[config.mk]
export PLATFORM = sky130hd
export DESIGN_NAME = load_store_unit_flat
export DESIGN_NICKNAME = d
export VERILOG_FILES = /design/src/rtl/load_store_unit_if.sv /design/src/rtl/load_store_unit.sv /design/src/flat_wrapper.sv
export SDC_FILE = /design/constraint.sdc
export NUM_CORES = 1
export LEC_CHECK = 0
export BUFFER_PORTS_ARGS = -buffer_cell sky130_fd_sc_hd__clkbuf_2
export CAP_MARGIN = 10
export CORE_MARGIN = 3
export CORE_UTILIZATION = 46
export CTS_BUF_LIST = sky130_fd_sc_hd__clkbuf_8
export CTS_CLUSTER_SIZE = 20
export DETAILED_ROUTE_END_ITERATION = 12
export HOLD_SLACK_MARGIN = 0.15
export PLACE_DENSITY = 0.89
export SYNTH_ARGS = -nofsm -noshare
export SYNTH_HDL_FRONTEND = slang
export SYNTH_SLANG_ARGS = --single-unit
[constraint.sdc]
create_clock -name clk -period 1.9 [get_ports clk]
set_input_delay 0.19 -clock clk [delete_from_list [all_inputs] [get_ports clk]]
set_output_delay 0.19 -clock clk [all_outputs]
set_load 0.01 [all_outputs]
[src/rtl/load_store_unit_if.sv]
`default_nettype none
// ============================================================================
// Module      : load_store_unit_if
// Description : Pipeline request/response and memory-port signal bundle for
//               the load/store unit. The slave modport is the unit's own view
//               (it serves pipeline requests and drives the memory port);
//               master is the view of the surrounding pipeline and memory.
// Revision    : 1.0 - initial release
// ============================================================================
interface load_store_unit_if #(
    parameter int ADDR_WIDTH = 32,
    parameter int DATA_WIDTH = 32
);
    // Pipeline side
    logic                  req_valid;
    logic                  req_ready;
    logic                  req_we;
    logic [2:0]            req_funct3;
    logic [ADDR_WIDTH-1:0] req_addr;
    logic [DATA_WIDTH-1:0] req_wdata;
    logic                  resp_valid;
    logic [DATA_WIDTH-1:0] resp_rdata;
    logic                  resp_err;

    // Memory side
    logic                  mem_req;
    logic                  mem_we;
    logic [3:0]            mem_be;
    logic [ADDR_WIDTH-1:0] mem_addr;
    logic [DATA_WIDTH-1:0] mem_wdata;
    logic                  mem_gnt;
    logic                  mem_rvalid;
    logic [DATA_WIDTH-1:0] mem_rdata;

    modport slave (
        input  req_valid, req_we, req_funct3, req_addr, req_wdata,
        output req_ready, resp_valid, resp_rdata, resp_err,
        output mem_req, mem_we, mem_be, mem_addr, mem_wdata,
        input  mem_gnt, mem_rvalid, mem_rdata
    );

    modport master (
        output req_valid, req_we, req_funct3, req_addr, req_wdata,
        input  req_ready, resp_valid, resp_rdata, resp_err,
        input  mem_req, mem_we, mem_be, mem_addr, mem_wdata,
        output mem_gnt, mem_rvalid, mem_rdata
    );
endinterface
`default_nettype wire

[src/rtl/load_store_unit.sv]
`default_nettype none
// ============================================================================
// Module      : load_store_unit
// Description : RV32I load/store unit. Accepts one access at a time, rejects
//               illegal or misaligned accesses without touching memory,
//               issues legal accesses as lane-replicated word transfers with
//               byte enables, and returns sign/zero-extended load data or an
//               error on memory timeout.
// Revision    : 1.0 - initial release
// ============================================================================
module load_store_unit #(
    parameter int ADDR_WIDTH = 32,
    parameter int DATA_WIDTH = 32,
    parameter int TIMEOUT    = 15
) (
    input  logic             clk,
    input  logic             rst_n,
    load_store_unit_if.slave bus
);

    // Counter value on the last WAIT cycle before the access is declared lost
    localparam logic [7:0] TIMEOUT_LAST = 8'(TIMEOUT - 1);

    typedef enum logic [1:0] {
        IDLE  = 2'd0,
        ISSUE = 2'd1,
        WAIT  = 2'd2,
        RESP  = 2'd3
    } state_t;

    state_t                state;
    logic [7:0]            wait_cnt;
    logic                  saved_we;
    logic [2:0]            saved_funct3;
    logic [1:0]            saved_lane;

    logic [1:0]            req_lane;
    logic                  req_legal;
    logic                  req_misaligned;
    logic [3:0]            req_be;
    logic [DATA_WIDTH-1:0] req_wdata_rep;

    logic [7:0]            lane_byte;
    logic [15:0]           lane_half;
    logic [DATA_WIDTH-1:0] load_data;

    assign req_lane      = bus.req_addr[1:0];
    assign bus.req_ready = (state == IDLE);

    // Decode the incoming request: legality, alignment, byte enables and lane replication
    always_comb begin
        req_legal      = 1'b0;
        req_misaligned = 1'b0;
        req_be         = 4'b0000;
        req_wdata_rep  = bus.req_wdata;
        case (bus.req_funct3[1:0])
            2'b00: begin
                req_be        = 4'b0001 << req_lane;
                req_wdata_rep = {4{bus.req_wdata[7:0]}};
            end
            2'b01: begin
                req_be         = 4'b0011 << req_lane;
                req_wdata_rep  = {2{bus.req_wdata[15:0]}};
                req_misaligned = req_lane[0];
            end
            2'b10: begin
                req_be         = 4'b1111;
                req_misaligned = |req_lane;
            end
            default: begin
                req_be = 4'b0000;
            end
        endcase
        if (bus.req_we) begin
            req_legal = (bus.req_funct3 == 3'b000) || (bus.req_funct3 == 3'b001) ||
                        (bus.req_funct3 == 3'b010);
        end else begin
            req_legal = (bus.req_funct3 == 3'b000) || (bus.req_funct3 == 3'b001) ||
                        (bus.req_funct3 == 3'b010) || (bus.req_funct3 == 3'b100) ||
                        (bus.req_funct3 == 3'b101);
        end
    end

    // Pick the addressed lane out of the returned word and extend it
    always_comb begin
        lane_byte = bus.mem_rdata[{saved_lane, 3'b000} +: 8];
        lane_half = saved_lane[1] ? bus.mem_rdata[31:16] : bus.mem_rdata[15:0];
        case (saved_funct3)
            3'b000:  load_data = {{24{lane_byte[7]}}, lane_byte};
            3'b001:  load_data = {{16{lane_half[15]}}, lane_half};
            3'b010:  load_data = bus.mem_rdata;
            3'b100:  load_data = {24'd0, lane_byte};
            3'b101:  load_data = {16'd0, lane_half};
            default: load_data = '0;
        endcase
    end

    // Access sequencer with registered memory-port and response outputs
    always_ff @(posedge clk or negedge rst_n) begin
        if (!rst_n) begin
            state          <= IDLE;
            wait_cnt       <= 8'd0;
            saved_we       <= 1'b0;
            saved_funct3   <= 3'b000;
            saved_lane     <= 2'b00;
            bus.mem_req    <= 1'b0;
            bus.mem_we     <= 1'b0;
            bus.mem_be     <= 4'b0000;
            bus.mem_addr   <= '0;
            bus.mem_wdata  <= '0;
            bus.resp_valid <= 1'b0;
            bus.resp_err   <= 1'b0;
            bus.resp_rdata <= '0;
        end else begin
            case (state)
                IDLE: begin
                    wait_cnt <= 8'd0;
                    if (bus.req_valid) begin
                        saved_we     <= bus.req_we;
                        saved_funct3 <= bus.req_funct3;
                        saved_lane   <= req_lane;
                        if (!req_legal || req_misaligned) begin
                            // Rejected accesses never reach memory
                            state          <= RESP;
                            bus.resp_valid <= 1'b1;
                            bus.resp_err   <= 1'b1;
                            bus.resp_rdata <= '0;
                        end else begin
                            state         <= ISSUE;
                            bus.mem_req   <= 1'b1;
                            bus.mem_we    <= bus.req_we;
                            bus.mem_be    <= req_be;
                            bus.mem_addr  <= {bus.req_addr[ADDR_WIDTH-1:2], 2'b00};
                            bus.mem_wdata <= req_wdata_rep;
                        end
                    end
                end
                ISSUE: begin
                    // Request fields stay frozen until the memory grants
                    if (bus.mem_gnt) begin
                        state       <= WAIT;
                        wait_cnt    <= 8'd0;
                        bus.mem_req <= 1'b0;
                        bus.mem_we  <= 1'b0;
                        bus.mem_be  <= 4'b0000;
                    end
                end
                WAIT: begin
                    if (bus.mem_rvalid) begin
                        state          <= RESP;
                        bus.resp_valid <= 1'b1;
                        bus.resp_err   <= 1'b0;
                        bus.resp_rdata <= saved_we ? '0 : load_data;
                    end else if (wait_cnt == TIMEOUT_LAST) begin
                        state          <= RESP;
                        bus.resp_valid <= 1'b1;
                        bus.resp_err   <= 1'b1;
                        bus.resp_rdata <= '0;
                    end else begin
                        wait_cnt <= wait_cnt + 8'd1;
                    end
                end
                RESP: begin
                    state          <= IDLE;
                    bus.resp_valid <= 1'b0;
                    bus.resp_err   <= 1'b0;
                    bus.resp_rdata <= '0;
                end
                default: begin
                    state <= IDLE;
                end
            endcase
        end
    end

endmodule
`default_nettype wire

[src/flat_wrapper.sv]
// flat-port wrapper written by rule: the top's interface ports become plain ports
module load_store_unit_flat 
#(
    parameter int ADDR_WIDTH = 32,
    parameter int DATA_WIDTH = 32,
    parameter int TIMEOUT    = 15
)
  (clk, rst_n, bus_req_valid, bus_req_we, bus_req_funct3, bus_req_addr, bus_req_wdata, bus_req_ready, bus_resp_valid, bus_resp_rdata, bus_resp_err, bus_mem_req, bus_mem_we, bus_mem_be, bus_mem_addr, bus_mem_wdata, bus_mem_gnt, bus_mem_rvalid, bus_mem_rdata);
  load_store_unit_if #(.ADDR_WIDTH(ADDR_WIDTH), .DATA_WIDTH(DATA_WIDTH)) bus_i ();
  input  logic clk;
  input  logic rst_n;
  input wire logic [$bits(bus_i.req_valid)-1:0] bus_req_valid;
  input wire logic [$bits(bus_i.req_we)-1:0] bus_req_we;
  input wire logic [$bits(bus_i.req_funct3)-1:0] bus_req_funct3;
  input wire logic [$bits(bus_i.req_addr)-1:0] bus_req_addr;
  input wire logic [$bits(bus_i.req_wdata)-1:0] bus_req_wdata;
  output wire logic [$bits(bus_i.req_ready)-1:0] bus_req_ready;
  output wire logic [$bits(bus_i.resp_valid)-1:0] bus_resp_valid;
  output wire logic [$bits(bus_i.resp_rdata)-1:0] bus_resp_rdata;
  output wire logic [$bits(bus_i.resp_err)-1:0] bus_resp_err;
  output wire logic [$bits(bus_i.mem_req)-1:0] bus_mem_req;
  output wire logic [$bits(bus_i.mem_we)-1:0] bus_mem_we;
  output wire logic [$bits(bus_i.mem_be)-1:0] bus_mem_be;
  output wire logic [$bits(bus_i.mem_addr)-1:0] bus_mem_addr;
  output wire logic [$bits(bus_i.mem_wdata)-1:0] bus_mem_wdata;
  input wire logic [$bits(bus_i.mem_gnt)-1:0] bus_mem_gnt;
  input wire logic [$bits(bus_i.mem_rvalid)-1:0] bus_mem_rvalid;
  input wire logic [$bits(bus_i.mem_rdata)-1:0] bus_mem_rdata;
  assign bus_i.req_valid = bus_req_valid;
  assign bus_i.req_we = bus_req_we;
  assign bus_i.req_funct3 = bus_req_funct3;
  assign bus_i.req_addr = bus_req_addr;
  assign bus_i.req_wdata = bus_req_wdata;
  assign bus_req_ready = bus_i.req_ready;
  assign bus_resp_valid = bus_i.resp_valid;
  assign bus_resp_rdata = bus_i.resp_rdata;
  assign bus_resp_err = bus_i.resp_err;
  assign bus_mem_req = bus_i.mem_req;
  assign bus_mem_we = bus_i.mem_we;
  assign bus_mem_be = bus_i.mem_be;
  assign bus_mem_addr = bus_i.mem_addr;
  assign bus_mem_wdata = bus_i.mem_wdata;
  assign bus_i.mem_gnt = bus_mem_gnt;
  assign bus_i.mem_rvalid = bus_mem_rvalid;
  assign bus_i.mem_rdata = bus_mem_rdata;
  load_store_unit #(.ADDR_WIDTH(ADDR_WIDTH), .DATA_WIDTH(DATA_WIDTH), .TIMEOUT(TIMEOUT)) u_core (.clk(clk), .rst_n(rst_n), .bus(bus_i));
endmodule
==> metrics.txt <==
# TYPE chip_impl_metric gauge
chip_impl_info{name="status",value="finished, violations left"} 1
chip_impl_metric{name="post_route_cells_drive_above_1_share",unit="%"} 46.5
chip_impl_metric{name="worst-path-max-fanout",unit=""} 5
chip_impl_info{name="cts_root_buffer",value="clkbuf_8"} 1
chip_impl_metric{name="fillers",unit=""} 622
chip_impl_metric{name="post-route-util",unit="%"} 78.8
chip_impl_metric{name="antenna_found_initial",unit=""} 2
chip_impl_metric{name="grt_pass1_vias",unit=""} 5844
chip_impl_metric{name="max_buffers_root_to_sink",unit=""} 2
chip_impl_metric{name="layout-area-overhead-vs-synth",unit="%"} 64.8
chip_impl_metric{name="gp_congestion",unit=""} 0.961
chip_impl_metric{name="globalRouteTotalUtil",unit="%"} 29.5
chip_impl_metric{name="final_antenna_net_count",unit=""} 0
chip_impl_metric{name="layout_setup_ws",unit="ps"} -379
chip_impl_metric{name="worst_clock_skew",unit="ps"} 14.2
chip_impl_info{name="synth.top_cells.by_area",value="dfrtp_1 53%, mux2_2 10%, nand2_1 4.1%"} 1
chip_impl_metric{name="first_pass_iters",unit=""} 8
chip_impl_metric{name="critical_path_arrival",unit="ps"} 2620
chip_impl_info{name="mostFrequentLayoutCell",value="clkbuf_2"} 1
chip_impl_metric{name="holdWs",unit="ps"} 212
chip_impl_metric{name="cellPowerDensity",unit="nW/um^2"} 1490
chip_impl_info{name="synth_top_family_by_area",value="compound AO/OA/AOI/OAI gates"} 1
chip_impl_metric{name="internal-power",unit="mW"} 8.10
chip_impl_metric{name="area_share_of_the_leading_cell_type_in_the_synthesized_netlist",unit="%"} 53.4
chip_impl_metric{name="grt_start_max_net_pins",unit=""} 50
chip_impl_metric{name="slew_headroom",unit="%"} 37.9
chip_impl_metric{name="drt-total-wl",unit="mm"} 22.7
chip_impl_metric{name="synth_compound_gate_area_share",unit="%"} 16.8
chip_impl_metric{name="grt.overflow.total",unit=""} 0
chip_impl_info{name="tritoncts",value="built"} 1
chip_impl_info{name="failed_checks",value="setup timing"} 1
chip_impl_info{name="synth.largest_area_cell",value="dfrtp_1"} 1
chip_impl_metric{name="ioPinCount",unit=""} 210
chip_impl_metric{name="clock_sinks",unit=""} 118
chip_impl_metric{name="floorplan.die.height",unit="microns"} 116
chip_impl_metric{name="timing_max_transition_violations_final",unit=""} 0
chip_impl_metric{name="detailedRoute.firstIterationViolations",unit=""} 854
chip_impl_metric{name="core_region_area",unit="sq um"} 11600
chip_impl_metric{name="share_clk_of_total_power",unit="%"} 20.5
chip_impl_metric{name="port_buffers",unit=""} 207
chip_impl_info{name="yosys_most_used_dff",value="dfrtp_1"} 1
chip_impl_metric{name="vias",unit=""} 6143
chip_impl_metric{name="grt_pass1_wl",unit="mm"} 30.2
chip_impl_metric{name="multi_input_area",unit="sq um"} 2720
chip_impl_metric{name="yosys.area_share.adder",unit="%"} 2.04
chip_impl_metric{name="synthesis.area_per_instance",unit="sq um"} 11.1
chip_impl_metric{name="cellLeakagePower",unit="nW"} 4.38
chip_impl_metric{name="rows",unit=""} 39
chip_impl_metric{name="net_sw_share",unit="%"} 40.4
chip_impl_metric{name="chipWidth",unit="microns"} 116
chip_impl_metric{name="power_frac_comb",unit="%"} 49.2
chip_impl_metric{name="dieArea",unit="sq um"} 13400
chip_impl_metric{name="setup_viol",unit=""} 41
chip_impl_metric{name="netSwitchingPower",unit="mW"} 5.49
chip_impl_metric{name="syn-cell-area",unit="sq um"} 5530
chip_impl_metric{name="remaining_drc_errors",unit=""} 0
chip_impl_metric{name="clock_buffer_count_from_cts",unit=""} 17
chip_impl_metric{name="source_to_sink_clock_delay_at_the_later_pin_of_the_worst_skew_pair",unit="ps"} 450
chip_impl_info{name="worstHoldPathType",value="primary input to asynchronous set/reset pin"} 1
chip_impl_metric{name="synthCells",unit=""} 500
chip_impl_metric{name="synth.yosys.seq_area_share",unit="%"} 53.4
chip_impl_metric{name="timing.critical_path.required",unit="ps"} 2240
chip_impl_metric{name="floorplan.initialDensity",unit="%"} 47.8
chip_impl_metric{name="min_period_over_period",unit="%"} 120
chip_impl_metric{name="post_drt_wl_per_cell",unit="microns"} 22.1
chip_impl_metric{name="hpwlAfterDp",unit="mm"} 11.4
chip_impl_info{name="final_cell_mix",value="206 x clkbuf_2, 118 x dfrtp_1, 104 x dlygate4sd3_1, 54 x nand2_1, 51 x mux2_2"} 1
chip_impl_metric{name="cts.reportedPaths.clkPinSlew",unit="ps"} 90
chip_impl_metric{name="post_synth_num_cell_types",unit=""} 46
chip_impl_metric{name="timing_worst_slew_pin_value",unit="ps"} 931
chip_impl_metric{name="share_of_synthesized_area_spent_on_multiplexers",unit="%"} 12.4
chip_impl_metric{name="synth-seq-cells",unit=""} 118
chip_impl_metric{name="synthArstFlopShare",unit="%"} 100
chip_impl_metric{name="synth_simple_gate_area_share",unit="%"} 10.9
chip_impl_metric{name="peakVddDrop",unit="uV"} 808
chip_impl_metric{name="fin_nets",unit=""} 977
chip_impl_metric{name="seqPwrFrac",unit="%"} 30.3
chip_impl_info{name="grt_setup_unrepaired",value="true"} 1
chip_impl_metric{name="share_of_the_synthesized_netlist_area_taken_by_xor_and_xnor_gates",unit="%"} 0.950
chip_impl_info{name="critical_path.startpoint_type",value="flip-flop"} 1
chip_impl_metric{name="synth-warning-count",unit=""} 0
chip_impl_metric{name="design_power_total",unit="mW"} 13.6
chip_impl_metric{name="maximum_clock_rate",unit="MHz"} 439
chip_impl_metric{name="finalHoldViolCount",unit=""} 0
chip_impl_info{name="cp-end-kind",value="flip-flop"} 1
chip_impl_metric{name="h_tree_lvl_count",unit=""} 4
chip_impl_metric{name="register_area",unit="sq um"} 2950
chip_impl_metric{name="viasPerCell",unit=""} 6.00
chip_impl_metric{name="period_needed",unit="ps"} 2280
chip_impl_metric{name="synth_edf_count",unit=""} 0
chip_impl_metric{name="max_cap_viol_count",unit=""} 0
chip_impl_info{name="timing.setup.critical_path_class",value="flip-flop to flip-flop"} 1
==> layer usage <==
| metal | up-vias | share of wire, % | global-route usage [%] |
|---|---|---|---|
| li1 | 2560 | - | - |
| met1 | 2853 | 35 | 33.7 |
| met2 | 550 | 48 | 48.2 |
| met3 | 180 | 10 | 8.51 |
| met4 | 0 | 7.1 | 19.7 |
| met5 | - | 0 | 0 |
==> cell type report <==
type                       instances  share of cell area, %
multi-input combinational        345                   29.8
sequential                       118                   32.4
inverter                           7                  0.288
tap                              143                   1.96
clock inverter                    13                   2.39
clock buffer                      19                   2.87
antenna                            5                  0.137
timing repair buffer             374                   30.2
==> worst paths after layout <==
path	start	endpoint	slack (ps)	depth (start not counted)
min reg2reg	u_core.bus.mem_req$_DFFE_PN0P_	u_core.bus.mem_req$_DFFE_PN0P_	480	1
max	u_core.wait_cnt[0]$_DFFE_PN0P_	u_core.bus.resp_rdata[4]$_DFFE_PN0P_	-380	9
min	rst_n	u_core.bus.mem_addr[15]$_DFFE_PN0P_	210	2
max in group asynchronous	rst_n	u_core.wait_cnt[2]$_DFFE_PN0P_	1080	3
max reg2reg	u_core.wait_cnt[0]$_DFFE_PN0P_	u_core.bus.resp_rdata[4]$_DFFE_PN0P_	-380	9
min in group clk	bus_req_funct3[0]	u_core.saved_funct3[0]$_DFFE_PN0P_	220	4
==> what timing repair did <==
| item | 4_1_cts | 5_1_grt |
|---|---|---|
| setup buffers | 1 | 9 |
| endpoints found under the setup margin | 45 | 104 |
| resized for setup | 9 | 60 |
| cloned | 0 | 8 |
| hold buffers | 104 | 0 |
| hold endpoints to repair | 218 | 0 |
| pin swaps | 6 | 11 |
==> power by group through the flow <==
| stage | Combinational (mW) | Sequential, mW | Clock, mW |
|---|---|---|---|
| 3_5_place_dp | 4.96 | 4.05 | 0 |
| 3_3_place_gp | 4.84 | 4.00 | 0 |
| 5_1_grt | 7.08 | 4.20 | 2.93 |
| 6_report | 6.68 | 4.12 | 2.79 |
| 4_1_cts | 5.25 | 4.01 | 2.78 |
| 2_1_floorplan | 2.62 | 4.39 | 0 |
==> cell usage after synthesis, types with 2 or more instances <==
cell type / n
nor2_1: 38
buf_1: 3
buf_2: 10
xor2_1: 6
nand2_1: 60
mux2i_1: 9
clkbuf_1: 14
and2_1: 3
nor3b_1: 3
o21ai_1: 9
nor2b_1: 9
a31oi_1: 8
nand4_1: 5
buf_6: 3
a22oi_1: 16
o31ai_1: 27
a222oi_1: 7
a21oi_1: 34
and3_1: 2
mux2_2: 51
inv_1: 7
buf_4: 2
dfrtp_1: 118
o21ai_0: 12
ha_1: 9
nand2b_1: 4
a22o_1: 5
a221oi_1: 8
==> logic make-up after synthesis <==
logic type               Yosys count
AO/OA/AOI/OAI                    134
XOR/XNOR                           6
adder cells (fa/ha/maj)            9
buffers and inverters             39
flip-flops                       118
multiplexers                      61
other                              1
AND/OR/NAND/NOR                  132
==> flip-flops by register name, summed over array words and instances (netlist names), 2 cells and up <==
name                   flops
u_core.bus.mem_wdata      32
u_core.bus.resp_rdata     32
u_core.bus.mem_addr       30
u_core.wait_cnt            8
u_core.bus.mem_be          4
u_core.saved_funct3        3
u_core.saved_lane          2
u_core.state               2
==> worst max-delay path: stages, from the launching register on <==
cell	delay (ps)
dfrtp_1	410
inv_2	90
ha_4	110
or4b_4	470
o311ai_4	290
buf_4	180
buf_6	90
o211ai_4	80
buf_6	160
o31ai_2	280
==> stage by stage <==
| step | instance area, sq um | setup TNS, ps | setup slack [ps] | cells |
|---|---|---|---|---|
| after floorplan | 5560 | -2350 | -82.3 | 501 |
| after global placement | 7010 | -10770 | -241 | 865 |
| after detailed placement | 7010 | -15760 | -291 | 865 |
| after CTS | 8580 | -6530 | -231 | 1002 |
| after global routing | 9110 | -13460 | -456 | 1021 |
| final | 9110 | -10700 | -379 | 1024 |
Power figures use the tool's default switching activity.
